[config.mk]
export PLATFORM = sky130hd
export DESIGN_NAME = timer_arbiter_flat
export DESIGN_NICKNAME = d
export VERILOG_FILES = /design/src/rtl/timer_arbiter_pkg.sv /design/src/rtl/timer_arbiter_if.sv /design/src/rtl/timer_arbiter_rr_pick.sv /design/src/rtl/timer_arbiter.sv /design/src/flat_wrapper.sv
export SDC_FILE = /design/constraint.sdc
export NUM_CORES = 1
export LEC_CHECK = 0
export BUFFER_PORTS_ARGS = -buffer_cell sky130_fd_sc_hd__buf_2
export CORE_ASPECT_RATIO = 1.1
export CORE_MARGIN = 4
export CORE_UTILIZATION = 45
export CTS_CLUSTER_SIZE = 16
export DETAILED_ROUTE_END_ITERATION = 16
export GPL_TIMING_DRIVEN = 1
export PLACE_DENSITY_LB_ADDON = 0.12
export SYNTH_ARGS = -nofsm -noshare
export SYNTH_HDL_FRONTEND = slang
export SYNTH_HIERARCHICAL = 1
export SYNTH_SLANG_ARGS = --single-unit
export TNS_END_PERCENT = 1
[constraint.sdc]
create_clock -name clk -period 1.6 [get_ports clk]
set_input_delay 0.24 -clock clk [delete_from_list [all_inputs] [get_ports clk]]
set_output_delay 0.24 -clock clk [all_outputs]
set_load 0.01 [all_outputs]
[src/rtl/timer_arbiter_pkg.sv]
// Shared definitions for the timer arbiter: FSM encodings and default widths.
// Imported by the interface, the timer and the arbiter top.
package timer_arbiter_pkg;

  typedef enum logic [1:0] {
    ARB_IDLE = 2'b00,
    ARB_LOAD = 2'b01,
    ARB_RUN  = 2'b10,
    ARB_DONE = 2'b11
  } arb_state_e;

  localparam int TW_DEFAULT    = 4;
  localparam int N_REQ_DEFAULT = 2;

endpackage

[src/rtl/timer_arbiter_if.sv]
// Requester-side bus of the timer arbiter: request levels and intervals in,
// grant/done/busy back to the controllers.
interface timer_arbiter_if
  import timer_arbiter_pkg::*;
#(
  parameter int N_REQ = N_REQ_DEFAULT,
  parameter int TW    = TW_DEFAULT
);
  logic [N_REQ-1:0]    req;
  logic [N_REQ*TW-1:0] req_init;
  logic [N_REQ-1:0]    grant;
  logic [N_REQ-1:0]    done;
  logic                busy;

  modport master (output req, req_init, input grant, done, busy);
  modport slave  (input req, req_init, output grant, done, busy);
endinterface

[src/rtl/timer_arbiter_rr_pick.sv]
// Combinational round-robin picker: first asserted request at or after ptr,
// wrapping modulo N_REQ.
module timer_arbiter_rr_pick #(
  parameter int N_REQ = 2,
  parameter int IW    = (N_REQ > 1) ? $clog2(N_REQ) : 1
) (
  input  logic [N_REQ-1:0] req,
  input  logic [IW-1:0]    ptr,
  output logic [N_REQ-1:0] winner_oh,
  output logic [IW-1:0]    winner_idx,
  output logic             valid
);

  always_comb begin
    // NOTE: every combinational output gets a default first, so no path infers a latch.
    winner_oh  = '0;
    winner_idx = '0;
    valid      = 1'b0;
    for (int k = 0; k < N_REQ; k++) begin
      int s;
      s = int'(ptr) + k;
      if (s >= N_REQ) s = s - N_REQ;
      if (!valid && req[s]) begin
        valid        = 1'b1;
        winner_oh[s] = 1'b1;
        winner_idx   = IW'(s);
      end
    end
  end

endmodule

[src/rtl/timer_arbiter.sv]
// Round-robin owner of the shared timer: grants one requester, loads its
// interval, runs the count and pulses done to the owner on expiry.
module timer_arbiter
  import timer_arbiter_pkg::*;
#(
  parameter int N_REQ = N_REQ_DEFAULT,
  parameter int TW    = TW_DEFAULT
) (
  input  logic          clk,
  input  logic          rst,
  timer_arbiter_if.slave bus,
  output logic          timer_en,
  output logic          timer_load,
  output logic [TW-1:0] timer_init,
  input  logic [TW-1:0] timer_out
);

  localparam int IW = (N_REQ > 1) ? $clog2(N_REQ) : 1;

  arb_state_e       state, state_d;
  logic [IW-1:0]    ptr, ptr_d;
  logic [IW-1:0]    owner, owner_d;
  logic [IW-1:0]    owner_next;
  logic [N_REQ-1:0] grant_q, grant_d;
  logic [N_REQ-1:0] done_q, done_d;
  logic [TW-1:0]    init_q, init_d;
  logic             busy_q, en_q, load_q;

  logic [N_REQ-1:0] pick_oh;
  logic [IW-1:0]    pick_idx;
  logic             pick_valid;

  timer_arbiter_rr_pick #(.N_REQ(N_REQ), .IW(IW)) u_pick (
    .req        (bus.req),
    .ptr        (ptr),
    .winner_oh  (pick_oh),
    .winner_idx (pick_idx),
    .valid      (pick_valid)
  );

  assign owner_next = (int'(owner) == N_REQ - 1) ? '0 : owner + 1'b1;

  always_comb begin
    state_d = state;
    ptr_d   = ptr;
    owner_d = owner;
    grant_d = grant_q;
    done_d  = '0;
    init_d  = init_q;
    unique case (state)
      ARB_IDLE: begin
        grant_d = '0;
        if (pick_valid) begin
          state_d = ARB_LOAD;
          grant_d = pick_oh;
          owner_d = pick_idx;
          init_d  = bus.req_init[int'(pick_idx)*TW +: TW];
        end
      end
      ARB_LOAD: state_d = ARB_RUN;
      ARB_RUN: begin
        // Expiry is tested first so it wins over a same-cycle abort.
        if (timer_out == '0) begin
          state_d        = ARB_DONE;
          grant_d        = '0;
          done_d[owner]  = 1'b1;
          ptr_d          = owner_next;
        end else if (!bus.req[owner]) begin
          state_d = ARB_IDLE;
          grant_d = '0;
          ptr_d   = owner_next;
        end
      end
      ARB_DONE: state_d = ARB_IDLE;
      default:  state_d = ARB_IDLE;
    endcase
  end

  // Outputs are registered from the next state, so they line up with the state they describe.
  always_ff @(posedge clk or negedge rst) begin
    if (!rst) begin
      state   <= ARB_IDLE;
      ptr     <= '0;
      owner   <= '0;
      grant_q <= '0;
      done_q  <= '0;
      init_q  <= '0;
      busy_q  <= 1'b0;
      en_q    <= 1'b0;
      load_q  <= 1'b0;
    end else begin
      state   <= state_d;
      ptr     <= ptr_d;
      owner   <= owner_d;
      grant_q <= grant_d;
      done_q  <= done_d;
      init_q  <= init_d;
      busy_q  <= (state_d != ARB_IDLE);
      en_q    <= (state_d == ARB_RUN);
      load_q  <= (state_d == ARB_LOAD);
    end
  end

  assign bus.grant  = grant_q;
  assign bus.done   = done_q;
  assign bus.busy   = busy_q;
  assign timer_en   = en_q;
  assign timer_load = load_q;
  assign timer_init = init_q;

endmodule

[src/flat_wrapper.sv]
// flat-port wrapper written by rule: the top's interface ports become plain ports
module timer_arbiter_flat import timer_arbiter_pkg::*;
#(
  parameter int N_REQ = N_REQ_DEFAULT,
  parameter int TW    = TW_DEFAULT
)
  (clk, rst, timer_en, timer_load, timer_init, timer_out, bus_req, bus_req_init, bus_grant, bus_done, bus_busy);
  timer_arbiter_if #(.N_REQ(N_REQ), .TW(TW)) bus_i ();
  input  logic clk;
  input  logic rst;
  output logic timer_en;
  output logic timer_load;
  output logic [TW-1:0] timer_init;
  input  logic [TW-1:0] timer_out;
  input wire logic [$bits(bus_i.req)-1:0] bus_req;
  input wire logic [$bits(bus_i.req_init)-1:0] bus_req_init;
  output wire logic [$bits(bus_i.grant)-1:0] bus_grant;
  output wire logic [$bits(bus_i.done)-1:0] bus_done;
  output wire logic [$bits(bus_i.busy)-1:0] bus_busy;
  assign bus_i.req = bus_req;
  assign bus_i.req_init = bus_req_init;
  assign bus_grant = bus_i.grant;
  assign bus_done = bus_i.done;
  assign bus_busy = bus_i.busy;
  timer_arbiter #(.N_REQ(N_REQ), .TW(TW)) u_core (.clk(clk), .rst(rst), .bus(bus_i), .timer_en(timer_en), .timer_load(timer_load), .timer_init(timer_init), .timer_out(timer_out));
endmodule
==> impl_metrics.yaml, run 1 <==
synthesis:
  yosys.area_share.xor_xnor: 0
  synth-seq-cells: 15
  syn_nets: 80
  synth_adder_area_share: 0
  syn-instance-count: 64
  synth_seq_area_share: 0.554
  netlist_area_um2: 678
  synth_top_family_by_area: "simple AND/OR/NAND/NOR gates"
  synth-edff-count: 0
  synth_mux_area_frac: 0.0904
  yosys.area_share.simple: 0.172
  synth.distinct_cells: 24
  ys_async_sr_fraction: 1.00
  synth-compound-area-share: 0.153
  avgSynthCellArea_um2: 10.6
  synth_ff_type: "dfrtp_1"
  yosysWarnings: 6
global_route:
  grt_pass1_vias: 549
  grt.total_usage: 0.143
  gr-total-overflow: 0
  antenna_found_initial: 0
  grt_max_degree: 16
  grt_pass1_wl_mm: 2.39
pwr:
  clkPwrFrac: 0.139
  p_total_mw: 1.44
  p_int_uw: 924
  ir_drop_mv: 0.871
  leakagePower_nw: 0.478
  p_seq_frac: 0.430
  sw_frac_of_total: 0.360
  pwr_density_cell_nw_per_um2: 1600
  p_sw_uw: 520
  p_comb_frac: 0.430
setup_path:
  regToRegSetupSlack_ns: 0.25
  cp.required_ns: 1.79
  r2r_start: "u_core/state[1]"
  worstPathCellList: "nor3b_1 > buf_4 > nor2_1 > a21oi_1"
  cp_top_family: "simple AND/OR/NAND/NOR gates"
  cp_num_buf_inv: 1
  worst-path-stages: 4
  path_class: "register to register"
  cp_max_fo: 9
  reg2reg_to: "u_core/timer_init[0]"
  slowest_stage: "nor3b_1"
  cpPeakStageDelay_ns: 0.46
  crit_start: "u_core/state[1]"
  crit_arrival_ns: 1.54
  cp-start-kind: "register"
  endpoint: "u_core/timer_init[0]"
  reg2regPathDepth: 4
  cp-end-kind: "register"
detailed_routing:
  wl_met2_um: 683
  wl_met3_um: 91
  route.vias.total: 568
  wirelength_mm: 1.40
  met1_length_um: 614
  drcViolationCount: 0
  drtIter0Drc: 14
  drtPass1Iterations: 4
  wire_per_inst_um: 12.2
  highest_layer: "met4"
  antenna_left: 0
  viasPerCell: 4.94
floorplanning:
  fp.dieH_um: 48.7
  initial_core_util: 0.484
  die_w_um: 45.0
  core-area_um2: 1400
  die_area_um2: 2190
  num_rows: 14
  pin_count: 27
clocking:
  cts_sinks: 15
  numCtsBuffers: 3
  tritoncts: "done"
  clkLatencyLatePin_ns: 0.26
  htreeDepth: 1
  cts_buffer_depth: 2
  root_buffer: "clkbuf_4"
  clk_pin_slew_ns: 0.08
  cts-resized-gates: 0
sta:
  slew_headroom: 0.661
  skew_ns: 0.00260
  finalCriticalPeriod_ns: 1.35
  final_hold_viol_count: 0
  finalCritPeriodShare: 0.841
  tightest_slew_ns: 0.507
  slew_violations: 0
  setup-tns-final_ns: 0
  max_freq_ghz: 0.743
  finalSetupViolations: 0
  rsz0062_at_grt: "false"
final_layout:
  nets: 116
  layout-area-overhead-vs-synth_pct: 33.2
  drive_above_1_share: 0.384
  antennaDiodeCount: 0
  utilization: 0.645
outcome:
  outcome: "complete, no violations"
job:
  drv_cap: 0
placed_design:
  place_congestion: 0.740
  io_buffers: 26
  hpwlAfterDp_mm: 1.14
hold_path:
  worstHoldPathType: "input port to register"
==> what timing repair did <==
item	4_1_cts	5_1_grt
endpoints found under the hold margin	15	0
hold buffers	1	0
setup buffers	0	0
==> registers in the layout, summed over array words and instances, names as in the netlist <==
register / count
u_core/owner: 1
u_core/state: 2
u_core/bus.grant: 2
u_core/bus.done: 2
u_core/timer_init: 4
u_core/bus.busy: 1
u_core/timer_load: 1
u_core/ptr: 1
u_core/timer_en: 1
==> worst reg2reg max path, delay by kind of cell (launching register included) <==
family | cells | cell delay (ns)
compound gates | 1 | 0.11
buf+inv | 1 | 0.25
flops | 1 | 0.41
simple gates | 2 | 0.51
==> worst min path at each step <==
stage                                from              endpoint  slack, ns  cells past startpoint
after floorplan                       rst       u_core/bus.busy      -0.06                      0
after global routing      bus_req_init[3]  u_core/timer_init[3]       0.26                      3
final                     bus_req_init[1]  u_core/timer_init[1]       0.27                      3
after global placement                rst       u_core/timer_en       0.16                      1
after detailed placement              rst       u_core/timer_en       0.16                      1
after CTS                 bus_req_init[1]  u_core/timer_init[1]       0.27                      3
==> metrics by stage <==
stage | worst slack (ns) | std cells | hold WS (ns) | cell area (um^2)
6_report | 0.254 | 115 | 0.272 | 903
5_1_grt | 0.171 | 115 | 0.261 | 903
4_1_cts | 0.261 | 115 | 0.266 | 903
3_5_place_dp | 0.181 | 110 | 0.158 | 867
3_3_place_gp | 0.182 | 110 | 0.155 | 867
2_1_floorplan | 0.265 | 64 | -0.0556 | 678
==> power by group through the flow <==
stage               Sequential (mW)  Combinational [mW]  Clock (mW)
floorplan                     0.696               0.296           0
global placement              0.628               0.611           0
detailed placement            0.631               0.625           0
CTS                           0.621               0.630       0.212
global route                  0.638               0.696       0.233
finish                        0.621               0.621       0.201
==> synth_stat cells, types with 3 or more instances <==
master,number,area [um^2]
nand2_1,3,11.3
mux2i_1,5,50.1
o21ai_0,4,20.0
nor2_1,6,22.5
dfrtp_1,15,375
a21oi_1,4,20.0
a21boi_0,3,22.5
==> kinds of logic after synthesis <==
kind of cell / count (synthesis)
AO/OA/AOI/OAI: 16
buffers and inverters: 5
flip-flops: 15
multiplexers: 6
AND/OR/NAND/NOR: 22
==> layout make-up <==
type / instances / area (um^2)
tap: 16 / 20.0
multi-input combinational: 44 / 282
timing repair buffer: 34 / 193
fill: 127 / 498
inverter: 2 / 7.51
clock buffer: 4 / 26.3
sequential: 15 / 375
==> cell usage in the layout, fill, tap and decap left out, types with 3 or more instances in the layout <==
master	synthesis	routed
a21boi_0	3	3
mux2i_1	5	5
clkbuf_4	0	3
nor2_1	6	6
nand2_1	3	3
o21ai_0	4	4
buf_2	2	26
buf_4	0	7
dfrtp_1	15	15
a21oi_1	4	4
==> routing by layer <==
metal  track usage  vias up
met1         0.193      252
met3        0.0333        2
li1              -      298
met4        0.0439        0
met5             0        -
met2         0.222       16
(Power assumes the default switching activity.)
==> run 2, diff against run 1 <==
--- a/config.mk
+++ b/config.mk
@@ -8,7 +8,7 @@
 export BUFFER_PORTS_ARGS = -buffer_cell sky130_fd_sc_hd__buf_2
 export CORE_ASPECT_RATIO = 1.1
 export CORE_MARGIN = 4
-export CORE_UTILIZATION = 45
+export CORE_UTILIZATION = 41
 export CTS_CLUSTER_SIZE = 16
 export DETAILED_ROUTE_END_ITERATION = 16
 export GPL_TIMING_DRIVEN = 1
==> constraint.sdc (replaced) <==
create_clock -name clk -period 1.22 [get_ports clk]
set_input_delay 0.183 -clock clk [delete_from_list [all_inputs] [get_ports clk]]
set_output_delay 0.183 -clock clk [all_outputs]
set_load 0.01 [all_outputs]
==> run 2 against run 1 <==
Via count increased by 5.8%. Critical path depth is 1 lower. Routed wire length grew 2.2%. Sequential share of layout area is 2.8 points lower. Final cell count up 5.2%. Largest cell class unchanged.
==> impl_metrics.yaml, run 2 (synthesis results as in run 1) <==
floorplanning:
  core-area_um2: 1560
  pin_count: 27
  fp.dieH_um: 50.7
  die_w_um: 46.8
  die_area_um2: 2370
  initial_core_util: 0.435
  num_rows: 15
sta:
  slew_violations: 0
  final_hold_viol_count: 0
  slew_headroom: 0.749
  skew_ns: 0.00188
  finalCriticalPeriod_ns: 1.18
  holdWs_ns: 0.195
  rsz0062_at_grt: "true"
  finalCritPeriodShare: 0.970
  tightest_slew_ns: 0.374
  finalSetupViolations: 0
  max_freq_ghz: 0.845
final_layout:
  most-common-layout-cells: "26 x buf_2, 15 x dfrtp_1, 12 x buf_4"
  nets: 121
  final_cells: 121
  largest_register_ffs: 4
  drive_above_1_share: 0.452
  final_common_cell: "buf_2"
  layout-area-overhead-vs-synth_pct: 43.0
  antennaDiodeCount: 0
setup_path:
  cp_num_buf_inv: 0
  cp-start-kind: "register"
  r2r_start: "u_core/owner"
  cp_max_fo: 3
  crit_arrival_ns: 1.36
  worstPathCellList: "mux2_2 > and3_4 > a21o_1"
  cp_top_family: "flip-flops"
  cpPeakStageDelay_ns: 0.38
  path_class: "register to register"
  cp-end-kind: "register"
  slowest_stage: "dfrtp_1"
  cp.required_ns: 1.40
  crit_start: "u_core/owner"
detailed_routing:
  viasPerCell: 4.97
  wirelength_mm: 1.43
  antenna_left: 0
  route.vias.total: 601
  drtPass1Iterations: 4
  drcViolationCount: 0
  wire_per_inst_um: 11.8
  drtIter0Drc: 6
pwr:
  ir_drop_mv: 1.16
  leakagePower_nw: 0.510
  pwr_density_cell_nw_per_um2: 2100
outcome:
  outcome: "complete, no violations"
global_route:
  grt_pass1_vias: 592
  grt_pass1_wl_mm: 2.39
  antenna_found_initial: 0
  grt.total_usage: 0.143
  grt_max_degree: 16
  gr-total-overflow: 0
clocking:
  postCtsSetupRepairBufs: 0
  root_buffer: "clkbuf_4"
  cts_sinks: 15
  clkLatencyLatePin_ns: 0.28
  htreeDepth: 1
  clk_pin_slew_ns: 0.08
  numCtsBuffers: 3
  tritoncts: "done"
  cts_buffer_depth: 2
hold_path:
  min_from: "bus_req_init[0]"
  worstHoldPathType: "input port to register"
placed_design:
  dp.cells: 116
  hpwlAfterDp_mm: 1.15
  place_congestion: 0.800
  io_buffers: 26
job:
  drv_cap: 0
## run 2: worst paths after layout
check	endpoint	slack, ns	depth (start not counted)
min	u_core/timer_init[0]	0.19	3
min reg2reg	u_core/bus.grant[1]	0.52	1
max in group asynchronous	u_core/bus.done[1]	0.65	2
min in group asynchronous	u_core/timer_init[2]	0.33	2
max reg2reg	u_core/bus.grant[0]	0.04	3
max	u_core/bus.grant[0]	0.04	3
## run 2: layout make-up
class | count | area (um^2)
tap | 17 | 21.3
timing repair buffer | 39 | 230
clock buffer | 4 | 26.3
fill | 137 | 588
multi-input combinational | 44 | 309
sequential | 15 | 375
inverter | 2 | 7.51
## run 2: where the power goes
group | internal, mW | switching (mW)
Combinational | 0.484 | 0.465
Clock | 0.127 | 0.149
Sequential | 0.700 | 0.109
## run 2: per-layer routing
metal  share of wire  vias to the layer above  global-route usage
met3           0.073                        4              0.0215
li1                -                      306                   -
met4           0.022                        0              0.0968
met1            0.41                      272               0.158
met5               0                        -                   0
met2            0.50                       19               0.238
## run 2: metrics by stage
step	setup slack, ns	total power [mW]	TNS [ns]	instance area (um^2)	utilization
finish	0.0369	2.03	0	970	0.622
global route	-0.00590	2.21	-0.00968	970	0.622
CTS	0.00998	2.02	0	956	0.614
detailed placement	-0.136	1.72	-0.793	915	0.587
global placement	-0.0954	1.71	-0.598	915	0.587
floorplan	-0.0228	1.31	-0.0457	693	-
## run 2: what timing repair did
action                                  CTS  global route
pin swaps                                 0             1
gates resized for setup                   1             3
endpoints found under the setup margin    5             6
hold endpoints to repair                 15             0
hold buffers                              1             0
## run 2: worst register-to-register path: stages, from the launching register on
cell and delay [ns]:
dfrtp_1 0.38, mux2_2 0.37, and3_4 0.19, a21o_1 0.15
==> run 3, diff against run 2 <==
--- a/config.mk
+++ b/config.mk
@@ -8,13 +8,12 @@
 export BUFFER_PORTS_ARGS = -buffer_cell sky130_fd_sc_hd__buf_2
 export CORE_ASPECT_RATIO = 1.1
 export CORE_MARGIN = 4
-export CORE_UTILIZATION = 41
+export CORE_UTILIZATION = 40
 export CTS_CLUSTER_SIZE = 16
 export DETAILED_ROUTE_END_ITERATION = 16
 export GPL_TIMING_DRIVEN = 1
 export PLACE_DENSITY_LB_ADDON = 0.12
 export SYNTH_ARGS = -nofsm -noshare
 export SYNTH_HDL_FRONTEND = slang
-export SYNTH_HIERARCHICAL = 1
 export SYNTH_SLANG_ARGS = --single-unit
 export TNS_END_PERCENT = 1
==> run 3 against run 2 <==
Sequential share of layout area increased by 3.1 points. First-iteration DRC count decreased by 33%. Sequential cell count unchanged. Critical path depth unchanged. Non-clock buffer count decreased by 6. Largest cell class unchanged.
==> impl_metrics.yaml, run 3 <==
placed_design:
  io_buffers: 26
  hpwlAfterDp_mm: 1.19
  dp_slack_ns: -0.154
  place_congestion: 0.759
  dp.cells: 114
  dpl_cell_area_um2: 861
floorplanning:
  num_rows: 15
  initial_core_util: 0.421
  pin_count: 27
  core-area_um2: 1560
  die_w_um: 46.6
  die_area_um2: 2350
  fp.dieH_um: 50.5
setup_path:
  crit_arrival_ns: 1.33
  r2r_start: "u_core.owner"
  regToRegSetupSlack_ns: 0.06
  cpPeakStageDelay_ns: 0.39
  path_class: "register to register"
  reg2reg_to: "u_core.bus.grant[0]"
  cp_max_fo: 2
  slowest_stage: "dfrtp_1"
  cp-start-kind: "register"
  reg2regPathDepth: 3
  cp.required_ns: 1.39
  worstPathCellList: "mux2_2 > a31oi_1 > o21ai_0"
  cp-end-kind: "register"
final_layout:
  nets: 119
  final_common_cell: "buf_2"
  largest_register_ffs: 4
  design_area_um2: 898
  drive_above_1_share: 0.402
  most-common-layout-cells: "26 x buf_2, 15 x dfrtp_1, 8 x o21ai_0"
  final_cells: 119
  layout-area-overhead-vs-synth_pct: 37.0
  antennaDiodeCount: 0
synthesis:
  synth-edff-count: 0
  yosysMostFrequentCell: "dfrtp_1"
  syn-instance-count: 66
  avgSynthCellArea_um2: 9.93
  synth_ff_type: "dfrtp_1"
  synth_common_cells: "15 x dfrtp_1, 8 x o21ai_0, 7 x nand3_1"
  yosysWarnings: 0
  synth.distinct_cells: 19
  netlist_area_um2: 656
  synth-seq-cells: 15
  ys_async_sr_fraction: 1.00
  yosysTopAreaCell: "dfrtp_1"
  synth_area_leaders: "dfrtp_1 57%, o21ai_0 6.1%, nand3_1 5.3%"
  syn_nets: 82
  synth_top_area_share: 0.573
  synth_seq_area_share: 0.573
global_route:
  gr-total-overflow: 0
  antenna_found_initial: 0
  grt_pass1_vias: 618
  grt_pass1_wl_mm: 2.50
  grt.total_usage: 0.146
  grt_max_degree: 16
sta:
  setup-tns-final_ns: 0
  setup_slack_ns: 0.0594
  finalCriticalPeriod_ns: 1.16
  finalSetupViolations: 0
  finalCritPeriodShare: 0.951
  slew_violations: 0
  rsz0062_at_grt: "false"
  skew_ns: 0.00553
  max_freq_ghz: 0.862
  slew_headroom: 0.743
  tightest_slew_ns: 0.382
  final_hold_viol_count: 0
detailed_routing:
  wl_met2_um: 706
  highest_layer: "met4"
  viasPerCell: 5.18
  met1_length_um: 679
  drtIter0Drc: 4
  drcViolationCount: 0
  route.vias.total: 616
  wl_met3_um: 122
  wire_per_inst_um: 12.9
  antenna_left: 0
  wirelength_mm: 1.54
  drtPass1Iterations: 3
job:
  drv_cap: 0
clocking:
  postCtsSetupRepairBufs: 0
  clkLatencyLatePin_ns: 0.28
  numCtsBuffers: 3
  tritoncts: "done"
  cts_sinks: 15
  clk_pin_slew_ns: 0.09
  root_buffer: "clkbuf_4"
  hold_buffers: 1
  cts_buffer_depth: 2
  htreeDepth: 1
  cts-resized-gates: 0
pwr:
  clkPwrFrac: 0.143
  p_comb_frac: 0.434
  p_total_mw: 1.99
  p_int_mw: 1.23
  ir_drop_mv: 1.20
  leakagePower_nw: 0.450
  pwr_density_cell_nw_per_um2: 2220
  p_seq_frac: 0.423
  p_sw_uw: 761
  sw_frac_of_total: 0.383
outcome:
  outcome: "complete, no violations"
hold_path:
  worstHoldPathCells: 3
  worstHoldPathType: "input port to register"
  min_delay_worst_endpoint: "u_core.timer_init[1]"
  min_from: "bus_req_init[1]"
-- run 3: cell types whose count changed in the layout (fill, tap and decap cells not counted), sizes merged, moves of 2 or more --
cell / delta
a21boi: -2
nor2: -3
nand3: +4
inv: +4
mux2i: -5
nor3: -2
nand2: +3
a22o: -2
buf: -6
o21ai: +4
a21o: -2
a31oi: +5
-- run 3: worst max-delay path by stage --
stage | start | endpoint | slack, ns | depth (start not counted)
detailed placement | timer_out[1] | u_core.ptr | -0.15 | 3
global placement | timer_out[1] | u_core.ptr | -0.14 | 3
finish | u_core.owner | u_core.bus.grant[0] | 0.06 | 3
floorplan | timer_out[1] | u_core.ptr | -0.02 | 2
CTS | u_core.owner | u_core.bus.grant[0] | 0.05 | 3
global route | u_core.state[0] | u_core.timer_init[3] | 0.0001 | 4
-- run 3: final cells by class --
class | count | area (um^2)
clock inverters | 1 | 5.00
fillers | 147 | 659
multi-input cells | 44 | 267
repair buffers | 33 | 185
well taps | 17 | 21.3
flip-flops and latches | 15 | 375
clock buffers | 3 | 22.5
inverters | 6 | 22.5
-- run 3: kinds of logic (layout without fill, tap and decap cells) --
logic type,count (synthesis),after routing,synth area share
DFF,15,15,0.573
muxes,1,1,0.0172
AOI/OAI and AO/OA,20,20,0.191
and+or+nand+nor,23,23,0.179
buffers and inverters,7,43,0.0401
-- run 3: layer usage --
layer | vias up | global-route usage
met2 | 19 | 0.239
met1 | 286 | 0.176
met4 | 0 | 0.0711
li1 | 307 | -
met5 | - | 0
met3 | 4 | 0.0287
-- run 3: power by group through the flow --
stage                     logic, mW  registers [mW]  clock network, mW
after CTS                     0.880           0.843              0.294
after global routing          0.977           0.866              0.314
final                         0.865           0.842              0.284
after global placement        0.863           0.849                  0
after floorplan               0.391           0.928                  0
after detailed placement      0.875           0.852                  0
-- run 3: worst max-delay path: cells and delay by family (launching register included) --
family / cells / cell delay, ns
DFF: 1 / 0.39
AOI/OAI and AO/OA: 2 / 0.31
muxes: 1 / 0.36
-- run 3: per-stage QoR --
step,hold slack (ns),util
after floorplan,-0.113,-
after global placement,0.106,0.553
after detailed placement,0.105,0.553
after CTS,0.156,0.577
after global routing,0.193,0.577
final,0.159,0.577
